===== config.mk =====
export PLATFORM = sky130hd
export DESIGN_NAME = clahe_bram_port_arbiter
export DESIGN_NICKNAME = d
export VERILOG_FILES = /design/src/rtl/clahe_bram_port_arbiter.sv
export SDC_FILE = /design/constraint.sdc
export NUM_CORES = 1
export LEC_CHECK = 0
export BUFFER_PORTS_ARGS = -buffer_cell sky130_fd_sc_hd__buf_2
export CAP_MARGIN = 0
export CORE_AREA = 4 4 77 79
export DETAILED_ROUTE_END_ITERATION = 8
export DIE_AREA = 0 0 81 83
export PLACE_DENSITY = 0.94
export SLEW_MARGIN = 20
export SYNTH_ARGS = -nofsm -noshare
export SYNTH_HDL_FRONTEND = slang
export SYNTH_SLANG_ARGS = --single-unit

===== constraint.sdc =====
create_clock -name clk -period 3.37 [get_ports clk]
set_input_delay 0.5055 -clock clk [delete_from_list [all_inputs] [get_ports clk]]
set_output_delay 0.5055 -clock clk [all_outputs]
set_load 0.02 [all_outputs]

===== src/rtl/clahe_bram_port_arbiter.sv =====
// Two-requester arbiter and clear sequencer for one port of the CLAHE histogram BRAM.
// Define CLAHE_ARB_RR_EN for round-robin arbitration; otherwise port 0 has fixed priority.
module clahe_bram_port_arbiter #(
  parameter int ADDR_WIDTH   = 10,
  parameter int DATA_WIDTH   = 16,
  parameter int BYTEEN_WIDTH = 8,
  parameter int RD_LAT       = 1
) (
  input  logic                    clk,
  input  logic                    rstn,
  input  logic                    p0_valid,
  output logic                    p0_ready,
  input  logic                    p0_we,
  input  logic [ADDR_WIDTH-1:0]   p0_addr,
  input  logic [DATA_WIDTH-1:0]   p0_wdata,
  input  logic [BYTEEN_WIDTH-1:0] p0_byteen,
  output logic                    p0_rvalid,
  output logic [DATA_WIDTH-1:0]   p0_rdata,
  input  logic                    p1_valid,
  output logic                    p1_ready,
  input  logic                    p1_we,
  input  logic [ADDR_WIDTH-1:0]   p1_addr,
  input  logic [DATA_WIDTH-1:0]   p1_wdata,
  input  logic [BYTEEN_WIDTH-1:0] p1_byteen,
  output logic                    p1_rvalid,
  output logic [DATA_WIDTH-1:0]   p1_rdata,
  input  logic                    clr_start,
  output logic                    clr_busy,
  output logic                    clr_done,
  output logic [ADDR_WIDTH-1:0]   bram_addr,
  output logic [DATA_WIDTH-1:0]   bram_wdata,
  output logic                    bram_clke,
  output logic                    bram_we,
  output logic [BYTEEN_WIDTH-1:0] bram_byteen,
  output logic                    bram_addren,
  output logic                    bram_rst,
  input  logic [DATA_WIDTH-1:0]   bram_rdata
);

  localparam logic [1:0] ST_ARB   = 2'd0;
  localparam logic [1:0] ST_CLEAR = 2'd1;
  localparam logic [1:0] ST_DONE  = 2'd2;

  logic [1:0]              state_reg;
  logic                    arb_open;
  logic                    contend;
  logic                    win1;
  logic                    accept;
  logic                    cmd_we;
  logic [ADDR_WIDTH-1:0]   cmd_addr;
  logic [DATA_WIDTH-1:0]   cmd_wdata;
  logic [BYTEEN_WIDTH-1:0] cmd_byteen;
  logic [1:0]              tag_in;
  logic [1:0]              tag_reg [RD_LAT];

`ifdef CLAHE_ARB_RR_EN
  // High means port 1 wins the next contended cycle.
  logic rr_ptr_reg;

  always_ff @(posedge clk) begin
    if (!rstn) begin
      rr_ptr_reg <= 1'b0;
    end else if (accept && contend) begin
      rr_ptr_reg <= ~win1;
    end
  end

  always_comb begin
    win1 = contend ? rr_ptr_reg : p1_valid;
  end
`else
  always_comb begin
    win1 = contend ? 1'b0 : p1_valid;
  end
`endif

  always_comb begin
    arb_open   = (state_reg == ST_ARB) && !clr_start;
    contend    = p0_valid && p1_valid;
    p0_ready   = arb_open && p0_valid && !win1;
    p1_ready   = arb_open && p1_valid && win1;
    accept     = p0_ready || p1_ready;
    cmd_we     = win1 ? p1_we     : p0_we;
    cmd_addr   = win1 ? p1_addr   : p0_addr;
    cmd_wdata  = win1 ? p1_wdata  : p0_wdata;
    cmd_byteen = win1 ? p1_byteen : p0_byteen;
    tag_in     = {accept && !cmd_we, win1};
  end

  always_ff @(posedge clk) begin
    if (!rstn) begin
      state_reg   <= ST_ARB;
      bram_addr   <= '0;
      bram_wdata  <= '0;
      bram_clke   <= 1'b0;
      bram_we     <= 1'b0;
      bram_byteen <= '0;
      bram_addren <= 1'b0;
      bram_rst    <= 1'b1;
      clr_busy    <= 1'b0;
      clr_done    <= 1'b0;
    end else begin
      bram_rst    <= 1'b0;
      bram_wdata  <= '0;
      bram_clke   <= 1'b0;
      bram_we     <= 1'b0;
      bram_byteen <= '0;
      bram_addren <= 1'b0;
      clr_done    <= 1'b0;
      case (state_reg)
        ST_ARB: begin
          if (clr_start) begin
            state_reg   <= ST_CLEAR;
            clr_busy    <= 1'b1;
            bram_addr   <= '0;
            bram_clke   <= 1'b1;
            bram_we     <= 1'b1;
            bram_addren <= 1'b1;
            bram_byteen <= '1;
          end else if (accept) begin
            bram_addr   <= cmd_addr;
            bram_wdata  <= cmd_wdata;
            bram_clke   <= 1'b1;
            bram_we     <= cmd_we;
            bram_addren <= 1'b1;
            bram_byteen <= cmd_we ? cmd_byteen : '0;
          end
        end
        ST_CLEAR: begin
          // bram_addr doubles as the sweep counter.
          if (&bram_addr) begin
            state_reg <= ST_DONE;
            clr_busy  <= 1'b0;
            clr_done  <= 1'b1;
          end else begin
            bram_addr   <= bram_addr + ADDR_WIDTH'(1);
            bram_clke   <= 1'b1;
            bram_we     <= 1'b1;
            bram_addren <= 1'b1;
            bram_byteen <= '1;
          end
        end
        default: begin
          state_reg <= ST_ARB;
        end
      endcase
    end
  end

  // Tag stage 0 is loaded together with the registered command.
  always_ff @(posedge clk) begin
    if (!rstn) begin
      for (int i = 0; i < RD_LAT; i++) begin
        tag_reg[i] <= 2'b00;
      end
      p0_rvalid <= 1'b0;
      p1_rvalid <= 1'b0;
    end else begin
      tag_reg[0] <= tag_in;
      for (int i = 1; i < RD_LAT; i++) begin
        tag_reg[i] <= tag_reg[i-1];
      end
      p0_rvalid <= tag_reg[RD_LAT-1][1] && !tag_reg[RD_LAT-1][0];
      p1_rvalid <= tag_reg[RD_LAT-1][1] && tag_reg[RD_LAT-1][0];
    end
  end

  assign p0_rdata = bram_rdata;
  assign p1_rdata = bram_rdata;

endmodule

## Word-level counts from Yosys, hierarchy flattened

Memories as Yosys holds them, arrays and structs flattened.
Index checks and enable logic that the tools add are counted.

| storage, ports and cells | value |
|---|---|
| RAM bits | 2 |
| output and inout port bits | 76 |
| word-level logic and storage cells | 76 |
| input bits | 91 |
| flip-flop bits (word level) | 43 |
| memories kept | 1 |

| cells by class | value |
|---|---|
| reduce and logical (&&, ||, !) cells | 23 |
| bitwise gates (word level) | 3 |
| add/sub/neg operators | 1 |
| equal/unequal tests | 5 |
| multiplexer cells | 32 |

Memory list:

| memory | depth | width | read ports | clocked after Yosys merged registers in | write ports | line | RTL |
|---|---|---|---|---|---|---|---|
| tag_reg | 1 | 2 | 1 | 0 | 1 | 54 | `logic [1:0] tag_reg [RD_LAT];` |

Operators with widths:

| cell | number |
|---|---|
| two-way mux 10 bit | 4 |
| two-way mux 8 bit | 5 |
| case mux 10 bit (2 select lines) | 1 |
| two-way mux 16 bit | 1 |
| case mux 8 bit (2 select lines) | 1 |
| two-way mux 1 bit | 13 |
| adder 10 x 1 -> 10 bit (second input constant) | 1 |
| AND reduction 10 bit | 1 |
| logical AND 1 bit | 9 |
| two-way mux 2 bit | 3 |
| != test 2 bit (second input constant) | 3 |
| case mux 1 bit (2 select lines) | 3 |
| AND reduction 3 bit | 2 |
| logical NOT 1 bit | 4 |
| case mux 2 bit (2 select lines) | 1 |
| AND reduction 2 bit | 2 |
| OR reduction 4 bit | 1 |
| != test 3 bit (second input constant) | 1 |
| NOT 1 bit | 3 |
| == test 2 x 1 -> 1 bit (second input constant) | 1 |
| logical NOT 2 bit | 1 |
| nonzero test 2 bit | 1 |
| OR reduction 2 bit | 1 |
| logical OR 1 bit | 1 |

## Depth between registers and ports, before layout

Gate-level depths: netlist of run 1.

| depth | value |
|---|---|
| depth after elaboration | 8 |
| depth in mapped cells | 7 |
| mapped depth without buffers | 6 |

## Least setup slack after synthesis of run 1

No wires, ideal clock.

| timing | value |
|---|---|
| path kind | input to output |
| start | input port p1_valid |
| end | output port p1_ready |
| cell stages on the path | 4 |
| data arrival time | 1.409 ns |
| path buffers | 2 |
| slack | 1.455 ns |
| data required time | 2.864 ns |
| cells stage by stage | nor2b_1 -> buf_2 -> buf_1 -> and2_1 |

| between the ends | value |
|---|---|
| longest elaborated chain between the ends | 3 |
| elaborated cells between the ends (all ways) | 4 |
| classes of those cells | 1 x mux; 3 x reduce/logical |

Ends and longest elaborated chain:

| what | line | RTL |
|---|---|---|
| start, declared | 19 | `input logic p1_valid,` |
| logical AND 1 bit | 79 | `contend = p0_valid && p1_valid;` |
| two-way mux 1 bit | 73 | `win1 = contend ? 1'b0 : p1_valid;` |
| logical AND 1 bit (*) | 81 | `p1_ready = arb_open && p1_valid && win1;` |
| end, declared | 20 | `output logic p1_ready,` |

Every way passes the cells marked *; elsewhere a longest branch is shown, timed or not.

## Final worst setup path of run 1

| timing | value |
|---|---|
| start | register state_reg[1] |
| end | output port p1_ready |

| between the ends | value |
|---|---|
| longest elaborated chain between the ends | 4 |

Ends and longest elaborated chain:

| what | line | RTL |
|---|---|---|
| start, declared | 44 | `logic [1:0] state_reg;` |
| start signal, assigned | 92 | `state_reg <= ST_ARB;` |
| start signal, assigned | 113 | `state_reg <= ST_CLEAR;` |
| start signal, assigned | 132 | `state_reg <= ST_DONE;` |
| logical NOT 2 bit | 78 | `arb_open = (state_reg == ST_ARB) && !clr_start;` |
| logical AND 1 bit | 78 |  |
| logical AND 1 bit (2 in series) | 81 |  |

No other way between the ends.

==> flow_summary_export.csv, run 1 <==
group,metric,value,unit
placement,port_buffers,118,
clock_tree,root_buffer,"clkbuf_8",
finish,n_antenna_cell,0,
synth,synth_top_area_share,0.406,
detailed_routing,drc,0,
sta,maxSlewHeadroom,0.570,
clock_tree,clock_path_buffers,2,
global_route,grt_use_total,0.175,
global_route,antenna_found_initial,0,
synth,synth_top_family_by_area,"simple AND/OR/NAND/NOR gates",
clock_tree,htreeDepth,2,
synth,synth_edf_count,0,
sta,rsz0062_at_grt,"false",
synth,syn_nets,370,
sta,setup_viol,0,
detailed_routing,routed_via_density,5.09,
hold_path,hold_class,"reg -> reg",
clock_tree,clkTransAtPathRegs,80,ps
detailed_routing,met2_wirelength,3020,µm
global_route,grt_max_degree,29,
synth,synthCells,278,
sta,fin_worst_skew,7.64,ps
synth,synth_compound_area_frac,0.161,
floorplan,fp.dieH,83,µm
finish,syn2layout_area_growth,21.6,%
synth,netlist_area,0.00222,mm²
finish,fin_nets,450,
synth,netlist-cell-type-count,38,
clock_tree,cts_tree,"done",
run_status,outcome,"finished, final reports clean",
global_route,grt_overflow_total,0,
synth,synthFlopType,"dfxtp_1",
detailed_routing,wl_met3,717,µm
global_route,grt_pass1_wl,9390,µm
clock_tree,post_cts_resized,0,
setup_path,crit_type,"reg -> out",
synth,avgSynthCellArea,7.98,µm²
power_and_ir_drop,leakagePower,1.36,nW
detailed_routing,postRouteAntennaNets,0,
power_and_ir_drop,irDropWorstVdd,0.239,mV
floorplan,ios,167,
detailed_routing,num_vias,2189,
clock_tree,clk_latency,290,ps
floorplan,floorplan.initialDensity,0.416,
synth,synth.most_common_cell,"nand2_1",
finish,layout-drive-gt1-share,0.377,
clock_tree,cts-buffers-inserted,5,
detailed_routing,drtIter0Drc,91,
power_and_ir_drop,p_total,1.18,mW
detailed_routing,drt_wl_total,6220,µm
clock_tree,cts_hold_buf,0,
clock_tree,clock-sinks,45,
synth,synth_adder_area_share,0.00564,
synth,seq_area_frac_synth,0.406,
synth,ys_seq_elements,45,
finish,top_regs,"bram_wdata x16, bram_addr x10, bram_byteen x8",
setup_path,cp.required,2860,ps
synth,ys_top_cells_by_count,"nand2_1 (66), dfxtp_1 (45), buf_4 (35)",
sta,timing.hold.ws,405,ps
setup_path,end_kind,"output port",
sta,finalHoldViolCount,0,
detailed_routing,wl_per_cell,14.5,µm
sta,period_minus_slack,1960,ps
synth,synthMuxAreaShare,0.0316,
flow_run,drv_cap,0,
detailed_routing,drt-met1-wl,2340,µm
setup_path,arrival,1450,ps
sta,fmax,0.511,GHz
sta,worst_slack,1410,ps
finish,largest-register,"bram_wdata",
finish,largest_reg_flops,16,
sta,fin_setup_tns,0,ps
synth,yosys.area_share.simple,0.237,
synth,yosys.area.top_type,"dfxtp_1",
floorplan,num_rows,27,
global_route,grt_pass1_vias,2061,
setup_path,path_max_fanout,8,
floorplan,dieArea,0.00672,mm²
synth,synthArstFlopShare,0,
setup_path,critPathLaunchType,"register",
power_and_ir_drop,p_per_area,436,mW/mm²
placement,gp_congestion,0.830,
detailed_routing,detail_route.first_pass.iterations,4,
sta,slew_viol_final,0,
placement,dpl.hpwl,4820,µm
placement,pre_cts_ws,1270,ps
synth,synthXorXnorAreaFrac,0.00789,
floorplan,coreArea,0.00534,mm²
synth,synth.area.top_cells,"dfxtp_1 (41%), buf_4 (12%), nand2_1 (11%)",
clock_tree,post_cts_buffers,0,
finish,fillers,511,
sta,min_period_over_period,0.581,
detailed_routing,routed.top_layer,"met4",
floorplan,die_width,81,µm
synth,yosysWarningCount,0,
sta,max_slew.worst_pin.slew,644,ps
[final timing paths]
check / startpoint / end / slack (ps) / depth (start not counted)
setup / recovery: state_reg[1]$_SDFFE_PN0P_ / p1_ready / 1410 / 3
hold / removal: tag_reg[0][0]$_SDFF_PN0_ / p0_rvalid$_SDFF_PN0_ / 400 / 1
setup reg to reg: state_reg[1]$_SDFFE_PN0P_ / bram_addr[6]$_SDFFE_PN0P_ / 1490 / 5
hold reg to reg: tag_reg[0][0]$_SDFF_PN0_ / p0_rvalid$_SDFF_PN0_ / 400 / 1
[worst max-delay path: stages (launching register included)]
cell,delay (ps)
dfxtp_1,370
nor3_1,440
and2_1,200
buf_2,160
[cell usage in the layout, fill, tap and decap left out]
cell type	instances
and2_4	1
o21bai_1	1
and2_1	4
a211oi_1	3
nand2_1	66
o21ai_0	5
nor2_1	11
mux2i_1	7
nand4b_2	1
nor2b_2	1
buf_4	2
nor3_1	8
nand3b_1	1
dfxtp_1	45
o32ai_1	3
a21oi_1	31
xnor2_1	2
a22oi_1	1
nand2_2	1
nand4_4	1
clkbuf_8	5
ha_1	1
a31oi_1	10
o22ai_1	4
bufinv_16	1
inv_1	3
o21ai_1	1
nand3_1	5
clkinv_2	1
buf_2	118
nor4b_1	1
nand2b_1	3
a211oi_2	1
and3_1	3
or3_1	1
and4_4	1
nor2b_1	3
a21oi_2	1
[cell type report]
cell class              count  area [µm²]  area share
repair buffers            120         606       0.224
multi-input cells         183         987       0.366
flip-flops and latches     45         901       0.334
clock inverters             2        35.0      0.0130
inverters                   3        11.3     0.00417
clock buffers               5        68.8      0.0255
well taps                  72        90.1      0.0334
[power breakdown]
part           total [mW]  switching (mW)  internal, mW
clock network       0.390           0.174         0.216
registers           0.576          0.0175         0.559
logic               0.211           0.124        0.0869
total                1.18           0.316         0.861
[per-stage QoR]
stage,area [µm²],util,instances
floorplan,2220,-,278
global placement,2590,0.486,423
detailed placement,2590,0.486,423
CTS,2700,0.506,430
global route,2700,0.506,430
finish,2700,0.506,430
[logic make-up (layout without fill, tap and decap cells)]
kind of cell	Yosys count	in the layout
AND/OR/NAND/NOR	112	112
AO/OA/AOI/OAI	61	61
buffers and inverters	50	130
flip-flops	45	45
multiplexers	7	7
XOR/XNOR	2	2
adder cells (fa/ha/maj)	1	1
[per-layer routing]
metal | vias up | GRT usage
li1 | 1063 | -
met1 | 973 | 0.187
met2 | 127 | 0.317
met3 | 26 | 0.0499
met4 | 0 | 0.0691
met5 | - | 0
No activity file was read; power rests on OpenSTA's default activity.
==> inputs of run 2 (changes only) <==
CORE_AREA = 4 4 80 82   (was 4 4 77 79)
DIE_AREA = 0 0 84 86   (was 0 0 81 83)
PLACE_DENSITY = 0.88   (was 0.94)
clock period = 1.92 ns   (was 3.37 ns; I/O delays follow)
==> flow_summary_export.csv, run 2 (same netlist as run 1, synthesis figures left out) <==
group,metric,value,unit
run_status,outcome,"finished, final reports clean",
power_and_ir_drop,p_per_area,775,mW/mm²
finish,multiInputGateArea,987,µm²
sta,finalHoldViolCount,0,
global_route,grt_overflow_total,0,
power_and_ir_drop,swShare,0.267,
floorplan,die_width,84,µm
power_and_ir_drop,p_int,1.56,mW
flow_run,drv_cap,0,
sta,maxSlewHeadroom,0.658,
floorplan,ios,167,
sta,min_period_over_period,0.923,
clock_tree,clock-sinks,45,
setup_path,crit_family,"compound AO/OA/AOI/OAI gates",
detailed_routing,routed_via_density,4.95,
setup_path,arrival,1930,ps
global_route,grt_max_degree,23,
global_route,grt_pass1_wl,9960,µm
setup_path,crit_path_top_delay_cell,"dfxtp_1",
placement,pre_cts_ws,168,ps
finish,top_regs,"bram_wdata x16, bram_addr x10, bram_byteen x8",
setup_path,cp.required,2070,ps
floorplan,num_rows,28,
hold_path,whs_path_depth,2,
power_and_ir_drop,p_clk_frac,0.347,
setup_path,path_max_fanout,8,
clock_tree,cts_tree,"done",
clock_tree,post_cts_buffers,0,
setup_path,r2r_slack,150,ps
clock_tree,clk_latency,290,ps
clock_tree,cts_hold_buf,0,
setup_path,end_kind,"register",
setup_path,crit_cells,5,
clock_tree,cts-buffers-inserted,5,
setup_path,crit_type,"reg -> reg",
setup_path,critPathBufInv,0,
sta,rsz0062_at_grt,"false",
power_and_ir_drop,p_switching,569,µW
clock_tree,clock_path_buffers,2,
finish,finish.utilization,0.478,
floorplan,dieArea,0.00722,mm²
hold_path,hold_class,"in -> reg",
detailed_routing,num_vias,2170,
power_and_ir_drop,irDropWorstVdd,0.461,mV
setup_path,r2r-start,"bram_addr[0]$_SDFFE_PN0P_",
sta,fin_worst_skew,7.61,ps
setup_path,critPathLaunchType,"register",
global_route,grt_pass1_vias,2112,
power_and_ir_drop,comb_power_share,0.179,
sta,period_minus_slack,1770,ps
finish,fillers,541,
detailed_routing,postRouteAntennaNets,0,
sta,slew_viol_final,0,
setup_path,reg2reg_depth,5,
setup_path,slowest_delay,420,ps
finish,most-common-layout-cells,"buf_2 (118), nand2_1 (66), dfxtp_1 (45)",
power_and_ir_drop,leakagePower,1.38,nW
global_route,grt_use_total,0.170,
floorplan,floorplan.initialDensity,0.386,
finish,regArea,901,µm²
detailed_routing,wl_per_cell,14.5,µm
clock_tree,post_cts_resized,0,
sta,worst_slack,147,ps
clock_tree,htreeDepth,2,
setup_path,crit_chain,"ha_1 > and4_4 > nand3_1 > a21oi_2 > a31oi_1",
floorplan,fp.dieH,86,µm
detailed_routing,drtIter0Drc,89,
placement,gp_congestion,0.851,
detailed_routing,drt_wl_total,6350,µm
finish,largest_reg_flops,16,
sta,max_slew.worst_pin.slew,512,ps
sta,fin_setup_tns,0,ps
power_and_ir_drop,seqPwrFrac,0.474,
finish,n_antenna_cell,0,
detailed_routing,detail_route.first_pass.iterations,4,
finish,largest-register,"bram_wdata",
finish,syn2layout_area_growth,23.8,%
placement,port_buffers,118,
sta,fmax,0.564,GHz
clock_tree,clkTransAtPathRegs,90,ps
finish,layout-drive-gt1-share,0.386,
detailed_routing,drc,0,
clock_tree,root_buffer,"clkbuf_8",
global_route,antenna_found_initial,0,
sta,setup_viol,0,
finish,final_common_cell,"buf_2",
floorplan,coreArea,0.00575,mm²
setup_path,crit_start,"bram_addr[0]$_SDFFE_PN0P_",
placement,dpl.hpwl,5000,µm
hold_path,hold_start,"p0_we",
finish,fin_nets,454,
## run 2: cell count changes in the layout (fill, tap and decap cells not counted)
cell        previous run  this run
clkinv_2               1         0
clkbuf_8               5         6
clkinvlp_4             0         1
buf_4                  2         6
## run 2: path summary, 6_finish.rpt
check                              end
max          bram_byteen[2]$_SDFF_PN0_
min           tag_reg[0][1]$_SDFF_PN0_
max reg2reg  bram_byteen[2]$_SDFF_PN0_
min reg2reg       p0_rvalid$_SDFF_PN0_
## run 2: metrics by stage
| stage | hold WS [ps] | cell area, µm² | cells | power, mW |
|---|---|---|---|---|
| finish | 220 | 2750 | 438 | 2.13 |
| global route | 221 | 2750 | 438 | 2.23 |
| CTS | 212 | 2750 | 438 | 2.16 |
| detailed placement | 398 | 2630 | 430 | 1.42 |
| global placement | 394 | 2630 | 430 | 1.40 |
| floorplan | 380 | 2220 | 278 | 1.34 |
## run 2: power groups by stage
stage | Clock (mW) | Sequential, mW | Combinational, mW
2_1_floorplan | 0 | 1.09 | 0.259
3_3_place_gp | 0 | 1.03 | 0.374
6_report | 0.740 | 1.01 | 0.381
3_5_place_dp | 0 | 1.03 | 0.383
5_1_grt | 0.797 | 1.02 | 0.418
4_1_cts | 0.767 | 1.01 | 0.384
## run 2: area by class of cell
| type | count | share of cell area |
|---|---|---|
| clock buffer | 6 | 0.0300 |
| inverter | 3 | 0.00410 |
| timing repair buffer | 124 | 0.231 |
| multi-input combinational | 183 | 0.359 |
| clock inverter | 2 | 0.0137 |
| tap | 75 | 0.0341 |
| sequential | 45 | 0.328 |
## run 2: layer usage
layer	part of all wire	vias up	global-route usage
met5	0	-	0
met3	0.10	18	0.0567
li1	-	1074	-
met1	0.39	965	0.196
met4	0.023	0	0.0746
met2	0.48	113	0.287
